### config.mk
export PLATFORM = sky130hd
export DESIGN_NAME = dch_dcd_ssd
export DESIGN_NICKNAME = d
export VERILOG_FILES = /design/src/rtl/dch_dcd_ssd_pkg.sv /design/src/rtl/dch_dcd_ssd_downcounter_4b.sv /design/src/rtl/dch_dcd_ssd.sv
export SDC_FILE = /design/constraint.sdc
export NUM_CORES = 1
export LEC_CHECK = 0
export CORE_MARGIN = 5
export CORE_UTILIZATION = 45
export DETAILED_ROUTE_END_ITERATION = 12
export GPL_TIMING_DRIVEN = 0
export PLACE_DENSITY = 0.74
export SETUP_SLACK_MARGIN = 0.4
export SYNTH_ARGS = -nofsm -noshare
export SYNTH_HDL_FRONTEND = slang
export SYNTH_SLANG_ARGS = --single-unit
### constraint.sdc
create_clock -name dch_dcd_ssd_clk -period 2.3 [get_ports dch_dcd_ssd_clk]
set_input_delay 0.23 -clock dch_dcd_ssd_clk [delete_from_list [all_inputs] [get_ports dch_dcd_ssd_clk]]
set_output_delay 0.23 -clock dch_dcd_ssd_clk [all_outputs]
set_load 0.01 [all_outputs]
### src/rtl/dch_dcd_ssd_pkg.sv
// rtl/dch_dcd_ssd_pkg.sv - shared limits and seven-segment patterns for dch_dcd_ssd
package dch_dcd_ssd_pkg;

  localparam logic [3:0] HEX_MAX = 4'hF;
  localparam logic [3:0] BCD_MAX = 4'h9;

  // Active-low cathode patterns, bit6 = g ... bit0 = a
  localparam logic [6:0] SEG_0 = 7'b1000000;
  localparam logic [6:0] SEG_1 = 7'b1111001;
  localparam logic [6:0] SEG_2 = 7'b0100100;
  localparam logic [6:0] SEG_3 = 7'b0110000;
  localparam logic [6:0] SEG_4 = 7'b0011001;
  localparam logic [6:0] SEG_5 = 7'b0010010;
  localparam logic [6:0] SEG_6 = 7'b0000010;
  localparam logic [6:0] SEG_7 = 7'b1111000;
  localparam logic [6:0] SEG_8 = 7'b0000000;
  localparam logic [6:0] SEG_9 = 7'b0010000;
  localparam logic [6:0] SEG_A = 7'b0001000;
  localparam logic [6:0] SEG_B = 7'b0000011;
  localparam logic [6:0] SEG_C = 7'b1000110;
  localparam logic [6:0] SEG_D = 7'b0100001;
  localparam logic [6:0] SEG_E = 7'b0000110;
  localparam logic [6:0] SEG_F = 7'b0001110;

  function automatic logic [6:0] seg_decode(input logic [3:0] v);
    case (v)
      4'h0: seg_decode = SEG_0;
      4'h1: seg_decode = SEG_1;
      4'h2: seg_decode = SEG_2;
      4'h3: seg_decode = SEG_3;
      4'h4: seg_decode = SEG_4;
      4'h5: seg_decode = SEG_5;
      4'h6: seg_decode = SEG_6;
      4'h7: seg_decode = SEG_7;
      4'h8: seg_decode = SEG_8;
      4'h9: seg_decode = SEG_9;
      4'hA: seg_decode = SEG_A;
      4'hB: seg_decode = SEG_B;
      4'hC: seg_decode = SEG_C;
      4'hD: seg_decode = SEG_D;
      4'hE: seg_decode = SEG_E;
      default: seg_decode = SEG_F;
    endcase
  endfunction

endpackage

### src/rtl/dch_dcd_ssd_downcounter_4b.sv
// rtl/dch_dcd_ssd_downcounter_4b.sv - 4-bit wrapping down-counter with load clamp and borrow pulse
module downcounter_4b #(
  parameter logic [3:0] MAX = 4'hF
) (
  input  logic       clk,
  input  logic       rst,
  input  logic       tick,
  input  logic       en,
  input  logic       ld,
  input  logic [3:0] ld_val,
  output logic [3:0] cnt,
  output logic       bor
);

  logic [3:0] r_cnt;
  logic       r_bor;
  logic [3:0] w_ld_clamp;

  // A full-range counter needs no clamp; a comparison against 15 would be constant
  generate
    if (MAX == 4'hF) begin : g_full
      assign w_ld_clamp = ld_val;
    end else begin : g_clamp
      assign w_ld_clamp = (ld_val > MAX) ? MAX : ld_val;
    end
  endgenerate

  always_ff @(posedge clk or posedge rst) begin
    if (rst) begin
      r_cnt <= 4'h0;
      r_bor <= 1'b0;
    end else if (ld) begin
      r_cnt <= w_ld_clamp;
      r_bor <= 1'b0;
    end else if (tick && en) begin
      if (r_cnt == 4'h0) begin
        r_cnt <= MAX;
        r_bor <= 1'b1;
      end else begin
        r_cnt <= r_cnt - 4'h1;
        r_bor <= 1'b0;
      end
    end else begin
      r_bor <= 1'b0;
    end
  end

  assign cnt = r_cnt;
  assign bor = r_bor;

endmodule

### src/rtl/dch_dcd_ssd.sv
// rtl/dch_dcd_ssd.sv - dual hex/BCD down-counter driving one active-low seven-segment digit
module dch_dcd_ssd
  import dch_dcd_ssd_pkg::*;
#(
  parameter int DIV_MAX = 100_000_000,
  parameter int DIV_W   = 27
) (
  input  logic       dch_dcd_ssd_clk,
  input  logic       dch_dcd_ssd_rst,
  input  logic       dch_dcd_ssd_hex_en,
  input  logic       dch_dcd_ssd_bcd_en,
  input  logic       dch_dcd_ssd_ld,
  input  logic [3:0] dch_dcd_ssd_ld_val,
  input  logic       dch_dcd_ssd_sel,
  output logic       dch_dcd_ssd_rst_led,
  output logic       dch_dcd_ssd_hex_en_led,
  output logic       dch_dcd_ssd_bcd_en_led,
  output logic       dch_dcd_ssd_sel_led,
  output logic       dch_dcd_ssd_hex_bor,
  output logic       dch_dcd_ssd_bcd_bor,
  output logic [6:0] dch_dcd_ssd_cc,
  output logic       dch_dcd_ssd_an_on,
  output logic [6:0] dch_dcd_ssd_an_off
);

  logic [DIV_W-1:0] r_div;
  logic             w_tick;
  logic [3:0]       w_hex_cnt;
  logic [3:0]       w_bcd_cnt;

  // Free-running divider; the tick is a clock enable, never a clock
  assign w_tick = (r_div == DIV_W'(DIV_MAX - 1));

  always_ff @(posedge dch_dcd_ssd_clk or posedge dch_dcd_ssd_rst) begin
    if (dch_dcd_ssd_rst) begin
      r_div <= '0;
    end else if (w_tick) begin
      r_div <= '0;
    end else begin
      r_div <= r_div + 1'b1;
    end
  end

  downcounter_4b #(.MAX(HEX_MAX)) u_hex (
    .clk    (dch_dcd_ssd_clk),
    .rst    (dch_dcd_ssd_rst),
    .tick   (w_tick),
    .en     (dch_dcd_ssd_hex_en),
    .ld     (dch_dcd_ssd_ld),
    .ld_val (dch_dcd_ssd_ld_val),
    .cnt    (w_hex_cnt),
    .bor    (dch_dcd_ssd_hex_bor)
  );

  downcounter_4b #(.MAX(BCD_MAX)) u_bcd (
    .clk    (dch_dcd_ssd_clk),
    .rst    (dch_dcd_ssd_rst),
    .tick   (w_tick),
    .en     (dch_dcd_ssd_bcd_en),
    .ld     (dch_dcd_ssd_ld),
    .ld_val (dch_dcd_ssd_ld_val),
    .cnt    (w_bcd_cnt),
    .bor    (dch_dcd_ssd_bcd_bor)
  );

  assign dch_dcd_ssd_cc = seg_decode(dch_dcd_ssd_sel ? w_bcd_cnt : w_hex_cnt);

  assign dch_dcd_ssd_rst_led    = dch_dcd_ssd_rst;
  assign dch_dcd_ssd_hex_en_led = dch_dcd_ssd_hex_en;
  assign dch_dcd_ssd_bcd_en_led = dch_dcd_ssd_bcd_en;
  assign dch_dcd_ssd_sel_led    = dch_dcd_ssd_sel;
  assign dch_dcd_ssd_an_on      = 1'b0;
  assign dch_dcd_ssd_an_off     = 7'b1111111;

endmodule

==> flow_metrics.env <==
export IMPL_max_freq_mhz=500
export IMPL_tightestPinTransition_ps=761
export IMPL_reg2reg_from="r_div[10]"
export IMPL_cp_required_ps=2070
export IMPL_via_count=2201
export IMPL_slowest_delay_ps=440
export IMPL_place_congestion=0.803
export IMPL_vdd_drop_max_mv=0.300
export IMPL_multi_input_area_um2=1490
export IMPL_hp_class="in -> async"
export IMPL_status="finished, final reports clean"
export IMPL_syn_cell_area_um2=2360
export IMPL_register_area_um2=937
export IMPL_crit_buf_inv=4
export IMPL_stdcell_count=390
export IMPL_worstSetupPathType="reg -> out"
export IMPL_antenna_found_initial=0
export IMPL_wirelength_mm=6.12
export IMPL_clock_latency_ps=300
export IMPL_fin_crit_sh_pct=87.0
export IMPL_cts_max_path_buffers=2
export IMPL_viasPerCell=5.64
export IMPL_drv_cap=0
export IMPL_core_area_um2=5110
export IMPL_yosysSeqAreaShare_pct=39.2
export IMPL_finalMaxSlewViolations=0
export IMPL_path_delay_family="buffers and inverters"
export IMPL_setup_violations=0
export IMPL_hpwl_mm=3.75
export IMPL_cp_data_arrival_time_ps=1770
export IMPL_tritoncts="yes"
export IMPL_dp_cells=354
export IMPL_ctsHoldBuffers=0
export IMPL_grt_pass1_vias=1957
export IMPL_crit_top_cell="buf_6"
export IMPL_syn_inst=257
export IMPL_rsz0062_at_grt="true"
export IMPL_grt_max_degree=38
export IMPL_grt_overflow=0
export IMPL_skew_ps=5.71
export IMPL_finalCriticalPeriod_ps=2000
export IMPL_grt_pass1_wl_mm=9.53
export IMPL_area_growth_pct=35.6
export IMPL_synth_seq_cells=37
export IMPL_nFillCells=411
export IMPL_postSynth_asyncResetShare_pct=100
export IMPL_crit_fanout=4
export IMPL_ctsHtreeMaxLevel=2
export IMPL_die_w_um=82.5
export IMPL_drtIter0Drc=146
export IMPL_drc=0
export IMPL_ys_warn_count=0
export IMPL_final_hold_viol_count=0
export IMPL_cp_end_kind="output pin"
export IMPL_layout_drive_gt1_share_pct=33.8
export IMPL_syn_avg_cell_area_um2=9.20
export IMPL_synth_flop_cell="dfrtp_1"
export IMPL_path_cells="mux2i_4, buf_6, buf_6, ha_4, inv_2, o31ai_1, buf_2"
export IMPL_cp_startpoint="u_bcd.cnt[1]"
export IMPL_power_density_nw_per_um2=468
export IMPL_die_y_um=82.5
export IMPL_cts_root_buf="clkbuf_8"
export IMPL_track_usage_pct=18.1
export IMPL_synth_distinct_cells=55
export IMPL_cts_buffers=5
export IMPL_ant_nets=0
export IMPL_start_util_pct=46.3
export IMPL_wire_per_inst_um=15.7
export IMPL_relSlewSlack_pct=49.2
export IMPL_worstSetupStartpointType="flip-flop"
export IMPL_die_area_um2=6800
export IMPL_crit_slowest_cell="dfrtp_2"
export IMPL_ios=31
export IMPL_port_buffers=21
export IMPL_rows=26
export IMPL_drt_first_pass_iters=4
export IMPL_total_power_w=0.00150
export IMPL_clkTransAtPathRegs_ps=80
export IMPL_fin_nets=337
export IMPL_leakagePower_nw=1.34
export IMPL_cts_num_sinks=37
export IMPL_synth_edf_count=0
export IMPL_n_antenna_cell=0
worst paths after layout:
path                                         to  slack (ps)  cells after the start
max                           dch_dcd_ssd_cc[0]         300                      7
min                                u_bcd.cnt[1]         410                      2
max reg2reg                           r_div[26]         390                      4
min reg2reg                           r_div[25]         510                      1
max in group asynchronous          u_bcd.cnt[2]        1360                      2
min in group dch_dcd_ssd_clk          r_div[25]         510                      1
power breakdown:
part           switching (W)  internal, W
Clock               0.000262     0.000215
Combinational       0.000171     0.000166
Sequential         0.0000206     0.000664
routing by layer:
layer	track usage, %	routed length, um	up-vias
met1	23.4	2680	1078
met5	0	0	-
met3	3.58	326	13
met2	30.8	3010	58
li1	-	-	1052
met4	4.82	105	0
what timing repair did:
item,4_1_cts,5_1_grt
pin swaps,8,18
setup buffers,10,17
endpoints found under the hold margin,0,0
endpoints found under the setup margin,35,31
cloned,0,1
resized for setup,56,38
per-stage QoR:
stage	setup TNS [ps]	cell area, um^2	util, %	setup WS [ps]	hold slack (ps)
finish	0	3210	62.8	299	412
global route	0	3210	62.8	212	488
CTS	0	2930	57.4	334	436
detailed placement	-1820	2680	52.5	-173	452
global placement	-1800	2680	52.5	-153	447
floorplan	0	2390	-	416	361
Yosys cell counts (all sizes together), types with 3 or more instances:
| library cell | number | share of area, % |
|---|---|---|
| a31oi | 3 | 0.79 |
| clkbuf | 3 | 0.48 |
| a21oi | 5 | 1.1 |
| or4 | 6 | 2.2 |
| o211ai | 3 | 0.95 |
| o21ai | 7 | 1.5 |
| and4 | 3 | 1.1 |
| nor2 | 20 | 3.2 |
| nor4 | 9 | 2.6 |
| nand4 | 10 | 3.3 |
| xnor2 | 11 | 4.1 |
| ha | 8 | 4.2 |
| xor2 | 5 | 1.9 |
| nor3b | 3 | 0.95 |
| o31ai | 7 | 2.2 |
| nand3 | 9 | 1.9 |
| or3 | 5 | 1.3 |
| nand2 | 22 | 3.5 |
| and3 | 6 | 1.6 |
| a21o | 3 | 0.95 |
| inv | 15 | 2.4 |
| buf | 14 | 4.2 |
| mux2i | 5 | 2.1 |
| nor3 | 7 | 1.5 |
| dfrtp | 37 | 39 |
sequential cells by signal, summed over array words and instances (netlist names):
name       cells
u_hex.bor      1
r_div         27
u_bcd.cnt      4
u_bcd.bor      1
u_hex.cnt      4
cells by family after synthesis:
logic type / Yosys count / synth area share (%)
multiplexers: 7 / 3.07
flip-flops: 37 / 39.2
other: 2 / 0.318
AO/OA/AOI/OAI: 44 / 13.3
buffers and inverters: 32 / 7.04
XOR/XNOR: 16 / 5.93
adder cells (fa/ha/maj): 8 / 4.24
AND/OR/NAND/NOR: 111 / 26.9
final cells by class:
cell class                 instances  share of cell area, %
tap                               70                   2.73
buffer                            17                   3.94
timing repair buffer              49                   12.9
sequential                        37                   29.2
clock buffer                       5                   2.15
multi-input combinational        194                   46.5
clock inverter                     3                  0.664
inverter                          15                   1.83
placed cells by master (no fill, tap or decap), drive strengths merged, types with 8 or more instances in the layout:
master / count
nor2: 20
clkdlybuf4s50: 14
xnor2: 11
inv: 16
buf: 49
nand3: 9
dfrtp: 37
clkbuf: 8
nor4: 9
nand4: 10
nand2: 22
ha: 8
conb: 8
Power figures use the tool's default switching activity.
